**src/rtl/aes_mode_engine_if.sv**
```systemverilog
// Stream bundle for the AES mode engine: key input, plaintext input and
// result output, each with a valid/ready handshake.
interface aes_mode_engine_if #(
    parameter int DATA_W = 32
);
    logic                  key_valid;
    logic                  key_ready;
    logic [DATA_W-1:0]     key_data;
    logic                  a_valid;
    logic                  a_ready;
    logic [DATA_W-1:0]     a_data;
    logic                  d_valid;
    logic                  d_ready;
    logic [DATA_W-1:0]     d_data;
    logic [DATA_W/8-1:0]   d_strb;

    // Engine side: consumes key/plaintext, produces results.
    modport slave (
        input  key_valid, key_data, a_valid, a_data, d_ready,
        output key_ready, a_ready, d_valid, d_data, d_strb
    );

    // Producer/consumer side attached to the engine.
    modport master (
        output key_valid, key_data, a_valid, a_data, d_ready,
        input  key_ready, a_ready, d_valid, d_data, d_strb
    );
endinterface

```
**src/rtl/aes_mode_engine.sv**
```systemverilog
// Streaming block-cipher mode engine: gathers stream words into blocks,
// drives an external cipher core with ECB/CBC/CTR chaining and serialises
// the results. First word of every block is the most significant.
module aes_mode_engine #(
    parameter int DATA_W  = 32,
    parameter int BLOCK_W = 128,
    parameter int CNT_W   = 16
) (
    input  logic               clk_i,
    input  logic               rst_i,
    input  logic               clear_i,
    input  logic               enable_i,
    input  logic               start_i,
    input  logic [1:0]         mode_i,
    input  logic               key_reload_i,
    input  logic [CNT_W-1:0]   len_i,
    input  logic [BLOCK_W-1:0] iv_i,
    aes_mode_engine_if.slave   bus,
    output logic               cph_ld_o,
    output logic [BLOCK_W-1:0] cph_key_o,
    output logic [BLOCK_W-1:0] cph_text_o,
    input  logic               cph_done_i,
    input  logic [BLOCK_W-1:0] cph_text_i,
    output logic               busy_o,
    output logic               done_o,
    output logic [CNT_W-1:0]   blk_cnt_o
);

    localparam int N    = BLOCK_W / DATA_W;
    localparam int WC_W = (N > 1) ? $clog2(N) : 1;
    localparam logic [WC_W-1:0] LAST_WORD = WC_W'(N - 1);

    localparam logic [1:0] MODE_ECB = 2'd0;
    localparam logic [1:0] MODE_CBC = 2'd1;
    localparam logic [1:0] MODE_CTR = 2'd2;

    localparam logic [2:0] S_IDLE     = 3'd0;
    localparam logic [2:0] S_LOAD_KEY = 3'd1;
    localparam logic [2:0] S_GATHER   = 3'd2;
    localparam logic [2:0] S_CIPHER   = 3'd3;
    localparam logic [2:0] S_WAIT     = 3'd4;
    localparam logic [2:0] S_EMIT     = 3'd5;

    logic [2:0]         state_q, state_d;
    logic [1:0]         mode_q, mode_d;
    logic [CNT_W-1:0]   len_q, len_d;
    logic [CNT_W-1:0]   blk_cnt_q, blk_cnt_d;
    logic [WC_W-1:0]    word_cnt_q, word_cnt_d;
    logic [BLOCK_W-1:0] key_q, key_d;
    logic               key_loaded_q, key_loaded_d;
    logic [BLOCK_W-1:0] chain_q, chain_d;
    logic [BLOCK_W-1:0] pt_q, pt_d;
    logic [BLOCK_W-1:0] res_q, res_d;
    logic [BLOCK_W-1:0] cph_key_q, cph_key_d;
    logic [BLOCK_W-1:0] cph_text_q, cph_text_d;
    logic               done_q, done_d;

    // Next-state and datapath logic; clear_i overrides everything at the end.
    always_comb begin
        // NOTE: every _d starts as its _q so no path leaves a variable unassigned (no latches).
        state_d      = state_q;
        mode_d       = mode_q;
        len_d        = len_q;
        blk_cnt_d    = blk_cnt_q;
        word_cnt_d   = word_cnt_q;
        key_d        = key_q;
        key_loaded_d = key_loaded_q;
        chain_d      = chain_q;
        pt_d         = pt_q;
        res_d        = res_q;
        cph_key_d    = cph_key_q;
        cph_text_d   = cph_text_q;
        done_d       = done_q;

        if (enable_i) begin
            done_d = 1'b0;
            case (state_q)
                S_IDLE: begin
                    if (start_i) begin
                        mode_d     = (mode_i == 2'd3) ? MODE_ECB : mode_i;
                        len_d      = len_i;
                        chain_d    = iv_i;
                        blk_cnt_d  = '0;
                        word_cnt_d = '0;
                        if (len_i == '0) begin
                            done_d = 1'b1;
                        end else if (key_reload_i || !key_loaded_q) begin
                            state_d = S_LOAD_KEY;
                        end else begin
                            state_d = S_GATHER;
                        end
                    end
                end
                S_LOAD_KEY: begin
                    if (bus.key_valid) begin
                        key_d = (key_q << DATA_W) | BLOCK_W'(bus.key_data);
                        if (word_cnt_q == LAST_WORD) begin
                            word_cnt_d   = '0;
                            key_loaded_d = 1'b1;
                            state_d      = S_GATHER;
                        end else begin
                            word_cnt_d = word_cnt_q + WC_W'(1);
                        end
                    end
                end
                S_GATHER: begin
                    if (bus.a_valid) begin
                        pt_d = (pt_q << DATA_W) | BLOCK_W'(bus.a_data);
                        if (word_cnt_q == LAST_WORD) begin
                            word_cnt_d = '0;
                            state_d    = S_CIPHER;
                            cph_key_d  = key_q;
                            case (mode_q)
                                MODE_CBC: cph_text_d = pt_d ^ chain_q;
                                MODE_CTR: cph_text_d = chain_q;
                                default:  cph_text_d = pt_d;
                            endcase
                        end else begin
                            word_cnt_d = word_cnt_q + WC_W'(1);
                        end
                    end
                end
                S_CIPHER: begin
                    state_d = S_WAIT;
                end
                S_WAIT: begin
                    if (cph_done_i) begin
                        res_d   = (mode_q == MODE_CTR) ? (cph_text_i ^ pt_q) : cph_text_i;
                        state_d = S_EMIT;
                        if (mode_q == MODE_CBC) begin
                            chain_d = cph_text_i;
                        end else if (mode_q == MODE_CTR) begin
                            chain_d = chain_q + BLOCK_W'(1);
                        end
                    end
                end
                S_EMIT: begin
                    if (bus.d_ready) begin
                        res_d = res_q << DATA_W;
                        if (word_cnt_q == LAST_WORD) begin
                            word_cnt_d = '0;
                            blk_cnt_d  = blk_cnt_q + CNT_W'(1);
                            if (blk_cnt_d == len_q) begin
                                done_d  = 1'b1;
                                state_d = S_IDLE;
                            end else begin
                                state_d = S_GATHER;
                            end
                        end else begin
                            word_cnt_d = word_cnt_q + WC_W'(1);
                        end
                    end
                end
                default: state_d = S_IDLE;
            endcase
        end

        if (clear_i) begin
            state_d      = S_IDLE;
            mode_d       = '0;
            len_d        = '0;
            blk_cnt_d    = '0;
            word_cnt_d   = '0;
            key_d        = '0;
            key_loaded_d = 1'b0;
            chain_d      = '0;
            pt_d         = '0;
            res_d        = '0;
            cph_key_d    = '0;
            cph_text_d   = '0;
            done_d       = 1'b0;
        end
    end

    // State registers with asynchronous reset.
    always_ff @(posedge clk_i or posedge rst_i) begin
        // NOTE: sequential state uses non-blocking assignments so all flops update together.
        if (rst_i) begin
            state_q      <= S_IDLE;
            mode_q       <= '0;
            len_q        <= '0;
            blk_cnt_q    <= '0;
            word_cnt_q   <= '0;
            key_q        <= '0;
            key_loaded_q <= 1'b0;
            chain_q      <= '0;
            pt_q         <= '0;
            res_q        <= '0;
            cph_key_q    <= '0;
            cph_text_q   <= '0;
            done_q       <= 1'b0;
        end else begin
            state_q      <= state_d;
            mode_q       <= mode_d;
            len_q        <= len_d;
            blk_cnt_q    <= blk_cnt_d;
            word_cnt_q   <= word_cnt_d;
            key_q        <= key_d;
            key_loaded_q <= key_loaded_d;
            chain_q      <= chain_d;
            pt_q         <= pt_d;
            res_q        <= res_d;
            cph_key_q    <= cph_key_d;
            cph_text_q   <= cph_text_d;
            done_q       <= done_d;
        end
    end

    // Moore handshake outputs, gated by the global enable.
    assign bus.key_ready = enable_i && (state_q == S_LOAD_KEY);
    assign bus.a_ready   = enable_i && (state_q == S_GATHER);
    assign bus.d_valid   = enable_i && (state_q == S_EMIT);
    assign bus.d_data    = res_q[BLOCK_W-1 -: DATA_W];
    assign bus.d_strb    = '1;
    assign cph_ld_o      = enable_i && (state_q == S_CIPHER);
    assign cph_key_o     = cph_key_q;
    assign cph_text_o    = cph_text_q;
    assign busy_o        = (state_q != S_IDLE);
    assign done_o        = done_q;
    assign blk_cnt_o     = blk_cnt_q;

endmodule
```
**src/flat_wrapper.sv**
```systemverilog
// flat-port wrapper written by rule: the top's interface ports become plain ports
module aes_mode_engine_flat 
#(
    parameter int DATA_W  = 32,
    parameter int BLOCK_W = 128,
    parameter int CNT_W   = 16
)
  (clk_i, rst_i, clear_i, enable_i, start_i, mode_i, key_reload_i, len_i, iv_i, cph_ld_o, cph_key_o, cph_text_o, cph_done_i, cph_text_i, busy_o, done_o, blk_cnt_o, bus_key_valid, bus_key_data, bus_a_valid, bus_a_data, bus_d_ready, bus_key_ready, bus_a_ready, bus_d_valid, bus_d_data, bus_d_strb);
  aes_mode_engine_if #(.DATA_W(DATA_W)) bus_i ();
  input  logic clk_i;
  input  logic rst_i;
  input  logic clear_i;
  input  logic enable_i;
  input  logic start_i;
  input  logic [1:0] mode_i;
  input  logic key_reload_i;
  input  logic [CNT_W-1:0] len_i;
  input  logic [BLOCK_W-1:0] iv_i;
  output logic cph_ld_o;
  output logic [BLOCK_W-1:0] cph_key_o;
  output logic [BLOCK_W-1:0] cph_text_o;
  input  logic cph_done_i;
  input  logic [BLOCK_W-1:0] cph_text_i;
  output logic busy_o;
  output logic done_o;
  output logic [CNT_W-1:0] blk_cnt_o;
  input wire logic [$bits(bus_i.key_valid)-1:0] bus_key_valid;
  input wire logic [$bits(bus_i.key_data)-1:0] bus_key_data;
  input wire logic [$bits(bus_i.a_valid)-1:0] bus_a_valid;
  input wire logic [$bits(bus_i.a_data)-1:0] bus_a_data;
  input wire logic [$bits(bus_i.d_ready)-1:0] bus_d_ready;
  output wire logic [$bits(bus_i.key_ready)-1:0] bus_key_ready;
  output wire logic [$bits(bus_i.a_ready)-1:0] bus_a_ready;
  output wire logic [$bits(bus_i.d_valid)-1:0] bus_d_valid;
  output wire logic [$bits(bus_i.d_data)-1:0] bus_d_data;
  output wire logic [$bits(bus_i.d_strb)-1:0] bus_d_strb;
  assign bus_i.key_valid = bus_key_valid;
  assign bus_i.key_data = bus_key_data;
  assign bus_i.a_valid = bus_a_valid;
  assign bus_i.a_data = bus_a_data;
  assign bus_i.d_ready = bus_d_ready;
  assign bus_key_ready = bus_i.key_ready;
  assign bus_a_ready = bus_i.a_ready;
  assign bus_d_valid = bus_i.d_valid;
  assign bus_d_data = bus_i.d_data;
  assign bus_d_strb = bus_i.d_strb;
  aes_mode_engine #(.DATA_W(DATA_W), .BLOCK_W(BLOCK_W), .CNT_W(CNT_W)) u_core (.clk_i(clk_i), .rst_i(rst_i), .clear_i(clear_i), .enable_i(enable_i), .start_i(start_i), .mode_i(mode_i), .key_reload_i(key_reload_i), .len_i(len_i), .iv_i(iv_i), .bus(bus_i), .cph_ld_o(cph_ld_o), .cph_key_o(cph_key_o), .cph_text_o(cph_text_o), .cph_done_i(cph_done_i), .cph_text_i(cph_text_i), .busy_o(busy_o), .done_o(done_o), .blk_cnt_o(blk_cnt_o));
endmodule
```
**config.mk**
```make
export PLATFORM = sky130hd
export DESIGN_NAME = aes_mode_engine_flat
export DESIGN_NICKNAME = d
export VERILOG_FILES = /design/src/rtl/aes_mode_engine_if.sv /design/src/rtl/aes_mode_engine.sv /design/src/flat_wrapper.sv
export SDC_FILE = /design/constraint.sdc
export NUM_CORES = 2
export LEC_CHECK = 0
export CORE_MARGIN = 3
export CORE_UTILIZATION = 40
export DETAILED_ROUTE_END_ITERATION = 7
export SYNTH_ARGS = -nofsm -noshare
export SYNTH_HDL_FRONTEND = slang
export SYNTH_SLANG_ARGS = --single-unit
```
**constraint.sdc**
```tcl
create_clock -name clk_i -period 26.9 [get_ports clk_i]
set_input_delay 4.035 -clock clk_i [delete_from_list [all_inputs] [get_ports clk_i]]
set_output_delay 4.035 -clock clk_i [all_outputs]
set_load 0.01 [all_outputs]
```
Yosys cells after proc, flatten, opt, wreduce, memory -nomap -nowiden
Index checks and enable logic that the tools add are counted.
{"block": "totals", "in_bits": 348, "word_cells": 153, "out_inout_bits": 314, "reg_bits": 809}
{"block": "op_classes", "bitwise": 4, "n_reduce_logical": 31, "addsub": 3, "eq_ne": 20, "mux": 82}
{"operator": "$mux 128", "n": 29}
{"operator": "$pmux 128 s2", "n": 3}
{"operator": "$or 128x32->128", "n": 2}
{"operator": "$xor 128x128->128", "n": 2}
{"operator": "$mux 16", "n": 9}
{"operator": "$add 128x1->128 const B", "n": 1}
{"operator": "$mux 3", "n": 11}
{"operator": "$pmux 16 s2", "n": 1}
{"operator": "$mux 2", "n": 14}
{"operator": "$ne 3x3->1 const B", "n": 6}
{"operator": "$pmux 3 s6", "n": 1}
{"operator": "$add 16x1->16 const B", "n": 1}
{"operator": "$eq 16x16->1", "n": 1}
{"operator": "$logic_not 16->1", "n": 1}
{"operator": "$reduce_bool 2->1", "n": 8}
{"operator": "$mux 1", "n": 12}
{"operator": "$reduce_and 4->1", "n": 3}
{"operator": "$reduce_bool 3->1", "n": 4}
{"operator": "$reduce_and 10->1", "n": 1}
{"operator": "$reduce_and 5->1", "n": 2}
{"operator": "$ne 3x2->1 const B", "n": 3}
{"operator": "$reduce_and 3->1", "n": 3}
{"operator": "$pmux 2 s4", "n": 1}
{"operator": "$eq 2x2->1 const B", "n": 3}
{"operator": "13 further kinds", "n": 18}

Longest topological paths before layout
{"block": "depth", "depth_word": 8, "depth_mapped": 12, "mapped_depth_nobuf": 9}

Worst setup path before layout
Ideal clock, no wire load.
{"block": "synth_path", "path_kind": "input port to output port", "start": "in enable_i", "end": "out bus_a_ready", "t_arrival_ns": 4.520, "t_required_ns": 22.865, "path_buffers": 0, "slack_ns": 18.345, "stages": 2, "path_cell_list": "nand2_1 nor3b_1"}
{"block": "synth_between", "elab_chain_cells": 1}
{"element": "start, declared", "line_no": "flat_wrapper.sv:13", "source": "input logic enable_i;"}
{"element": "$logic_and 1x1->1", "line_no": "aes_mode_engine.sv:211", "source": "assign bus.a_ready = enable_i && (state_q == S_GATHER);"}
{"element": "end, declared", "line_no": "flat_wrapper.sv:33", "source": "output wire logic [$bits(bus_i.a_ready)-1:0] bus_a_ready;"}
Every way passes these cells.

Worst setup path in the final report
Ends and elaborated chain as after synthesis.

==> results.ini <==
[cts]
cts_hold_buf = 0
cts_max_level = 3
cts_max_path_buffers = 3
cts.repair.resized = 0
clkTransAtPathRegs_ns = 0.06
numCtsBuffers = 93
cts_root_buffer = clkbuf_16
postCtsSetupBuffers = 0
clkSinkCount = 809
clk_latency_ns = 0.70
cts_tree = done

[timing]
fmax_mhz = 99.9
worst_pin_slew_ns = 1.20
rsz0062_at_grt = false
clock-skew-final_ns = 0.0423
period_share = 0.372
slew_violations = 0
period_minus_slack_ns = 10.01
relSlewSlack = 0.196
setup_violations = 0
hold_viol_final = 0
fin_tns_setup_ns = 0

[place]
globalplace.congestion = 1.00
dp_hpwl_um = 137000
port_buffers = 657

[flow_run]
maxCapViolCount = 0

[setup_path]
cp-start-kind = input pin
max_stage_delay_ns = 0.65
crit_family = buffers and inverters
path_common_cell = clkdlybuf4s50_1
path_buf_inv = 2
cp.required_ns = 22.86
critPathArrivalTime_ns = 5.98
path_cells = clkdlybuf4s50_1 > nand2_1 > nor3b_1 > clkdlybuf4s50_1
end_kind = output pin
critPathKind = input pin to output pin
cp_max_fo = 6
crit_slowest_cell = clkdlybuf4s50_1

[floorplan]
ios = 662
coreArea_sq_um = 108000
die-area_sq_um = 113000
fp-row-count = 120
fp.dieW_um = 337
start_util = 0.405
die_y_um = 337

[layout]
multiInputGateArea_sq_um = 20800
final_common_cell = nand2_1
drive_above_1_share = 0.0539
nNetsFinal = 6048
regArea_sq_um = 20200
fillers = 10400
area_growth_pct = 23.9
final_cell_mix = nand2_1, dfrtp_1, a21oi_1

[power_and_ir_drop]
max-vdd-ir-drop_mv = 0.0500
switchingPower_uw = 1150
p_leak_uw = 0.0210
share_comb_of_total_power = 0.203
intPower_uw = 2340
p_clk_frac = 0.389
p_seq_frac = 0.408
switching_share = 0.329
p_total_uw = 3490
p_per_area_nw_per_um2 = 64.4

[routing]
wl_met2_um = 84300
first_pass_iters = 7
wl_per_cell_um = 27.0
drtAntennaViolNets = 0
via_per_inst = 5.95
drt-met1-wl_um = 78000
vias = 42700
drt_iter0_drc = 5381
highest_layer = met5
drc = 0
wl_met3_um = 18900
wl_um = 194000

[min_path]
min_path_type = flop to flop

[run_status]
status = completed

[synthesis]
synth_top_area_cell = dfrtp_1
synth_area_leaders = dfrtp_1, nand2_1, a21oi_1, o31ai_1, clkbuf_1
postSynthCellCount = 5337
synth_top_area_frac = 0.463
yosysSeqAreaShare = 0.463
ys_warn_count = 0
synth_edf_count = 0
syn_area_sq_um = 43700
synth_seq_cells = 809
syn_avg_cell_area_sq_um = 8.19
synth_cell_types = 75
synthArstFlopShare = 1.00
synth-main-ff-cell = dfrtp_1

[grt]
grt_max_degree = 244
first_global_vias = 39800
grt_pass1_wl_um = 278000
grt_use_total = 0.332
antenna_found_initial = 13
overflow = 0

[power groups by stage]
stage | Combinational (uW) | Clock (uW) | Sequential, uW
after floorplan | 431 | 0 | 1390
after detailed placement | 699 | 0 | 1440
after global placement | 691 | 0 | 1440
after CTS | 702 | 1380 | 1420
final | 709 | 1360 | 1420
after global routing | 764 | 1420 | 1430
[flip-flops by register name (all words and copies together), names as in the netlist]
register	cells
u_core.len_q	16
u_core.chain_q	128
u_core.res_q	128
u_core.word_cnt_q	2
u_core.pt_q	128
u_core.key_loaded_q	1
u_core.done_o	1
u_core.key_q	128
u_core.cph_text_o	128
u_core.cph_key_o	128
u_core.mode_q	2
u_core.blk_cnt_o	16
u_core.state_q	3
[metrics by stage]
stage | hold WS, ns | util | setup WS (ns) | cells | area (sq um)
after global routing | 0.490 | 0.502 | 16.79 | 7176 | 54100
after global placement | 0.460 | 0.472 | 16.97 | 7003 | 50900
after detailed placement | 0.465 | 0.472 | 16.91 | 7003 | 50900
after CTS | 0.479 | 0.502 | 16.90 | 7176 | 54100
final | 0.473 | 0.502 | 16.89 | 7180 | 54100
after floorplan | 0.449 | - | 0.144 | 5340 | 43700
[cell usage after synthesis (all sizes together), types with 61 or more instances]
cell type,number
a21oi,659
and3,61
buf,63
clkbuf,404
dfrtp,809
inv,249
nand2,1334
nand3,87
nor2,259
o21ai,296
o31ai,259
o32a,64
xnor2,91
xor2,111
[path summary, 6_finish.rpt]
kind	startpoint	end	slack (ns)	cells past startpoint
setup / recovery	enable_i	bus_a_ready	16.89	4
hold / removal	u_core.cph_text_o[113]	u_core.cph_text_o[113]	0.47	2
setup reg to reg	u_core.state_q[2]	u_core.cph_text_o[45]	22.15	10
hold reg to reg	u_core.cph_text_o[113]	u_core.cph_text_o[113]	0.47	2
max in group asynchronous	rst_i	u_core.len_q[0]	19.94	5
min in group asynchronous	rst_i	u_core.cph_text_o[22]	3.95	2
[worst reg2reg max path, stage by stage (launching register included)]
cell,delay [ns]
dfrtp_1,0.60
inv_1,0.21
nand2_1,0.15
nor3b_1,0.12
and2_4,0.44
a21oi_4,0.29
buf_4,0.46
buf_12,0.68
buf_4,0.75
buf_4,0.68
o21ai_0,0.23
[final cells by class]
type | instances | area share
antenna | 4 | 0.000185
sequential | 809 | 0.374
tap | 1403 | 0.0324
inverter | 249 | 0.0175
multi-input combinational | 3815 | 0.384
clock inverter | 42 | 0.0114
clock buffer | 131 | 0.0489
timing repair buffer | 727 | 0.132
[layer usage]
| metal | global-route usage | vias to the layer above |
|---|---|---|
| li1 | - | 19200 |
| met1 | 0.446 | 20900 |
| met2 | 0.495 | 2138 |
| met3 | 0.0762 | 456 |
| met4 | 0.185 | 8 |
| met5 | 0 | - |
[logic make-up (layout without fill, tap and decap cells)]
group,count (synthesis),in the layout,synth area share
buf+inv,716,1149,0.0646
other cells,1,8,0.0000858
flops,809,809,0.463
simple gates,1981,1981,0.192
compound gates,1551,1551,0.221
xor+xnor,202,202,0.0405
mux,72,72,0.0177
fa+ha+maj,5,5,0.00143
Note: power is estimated with default switching activity, not from simulation.
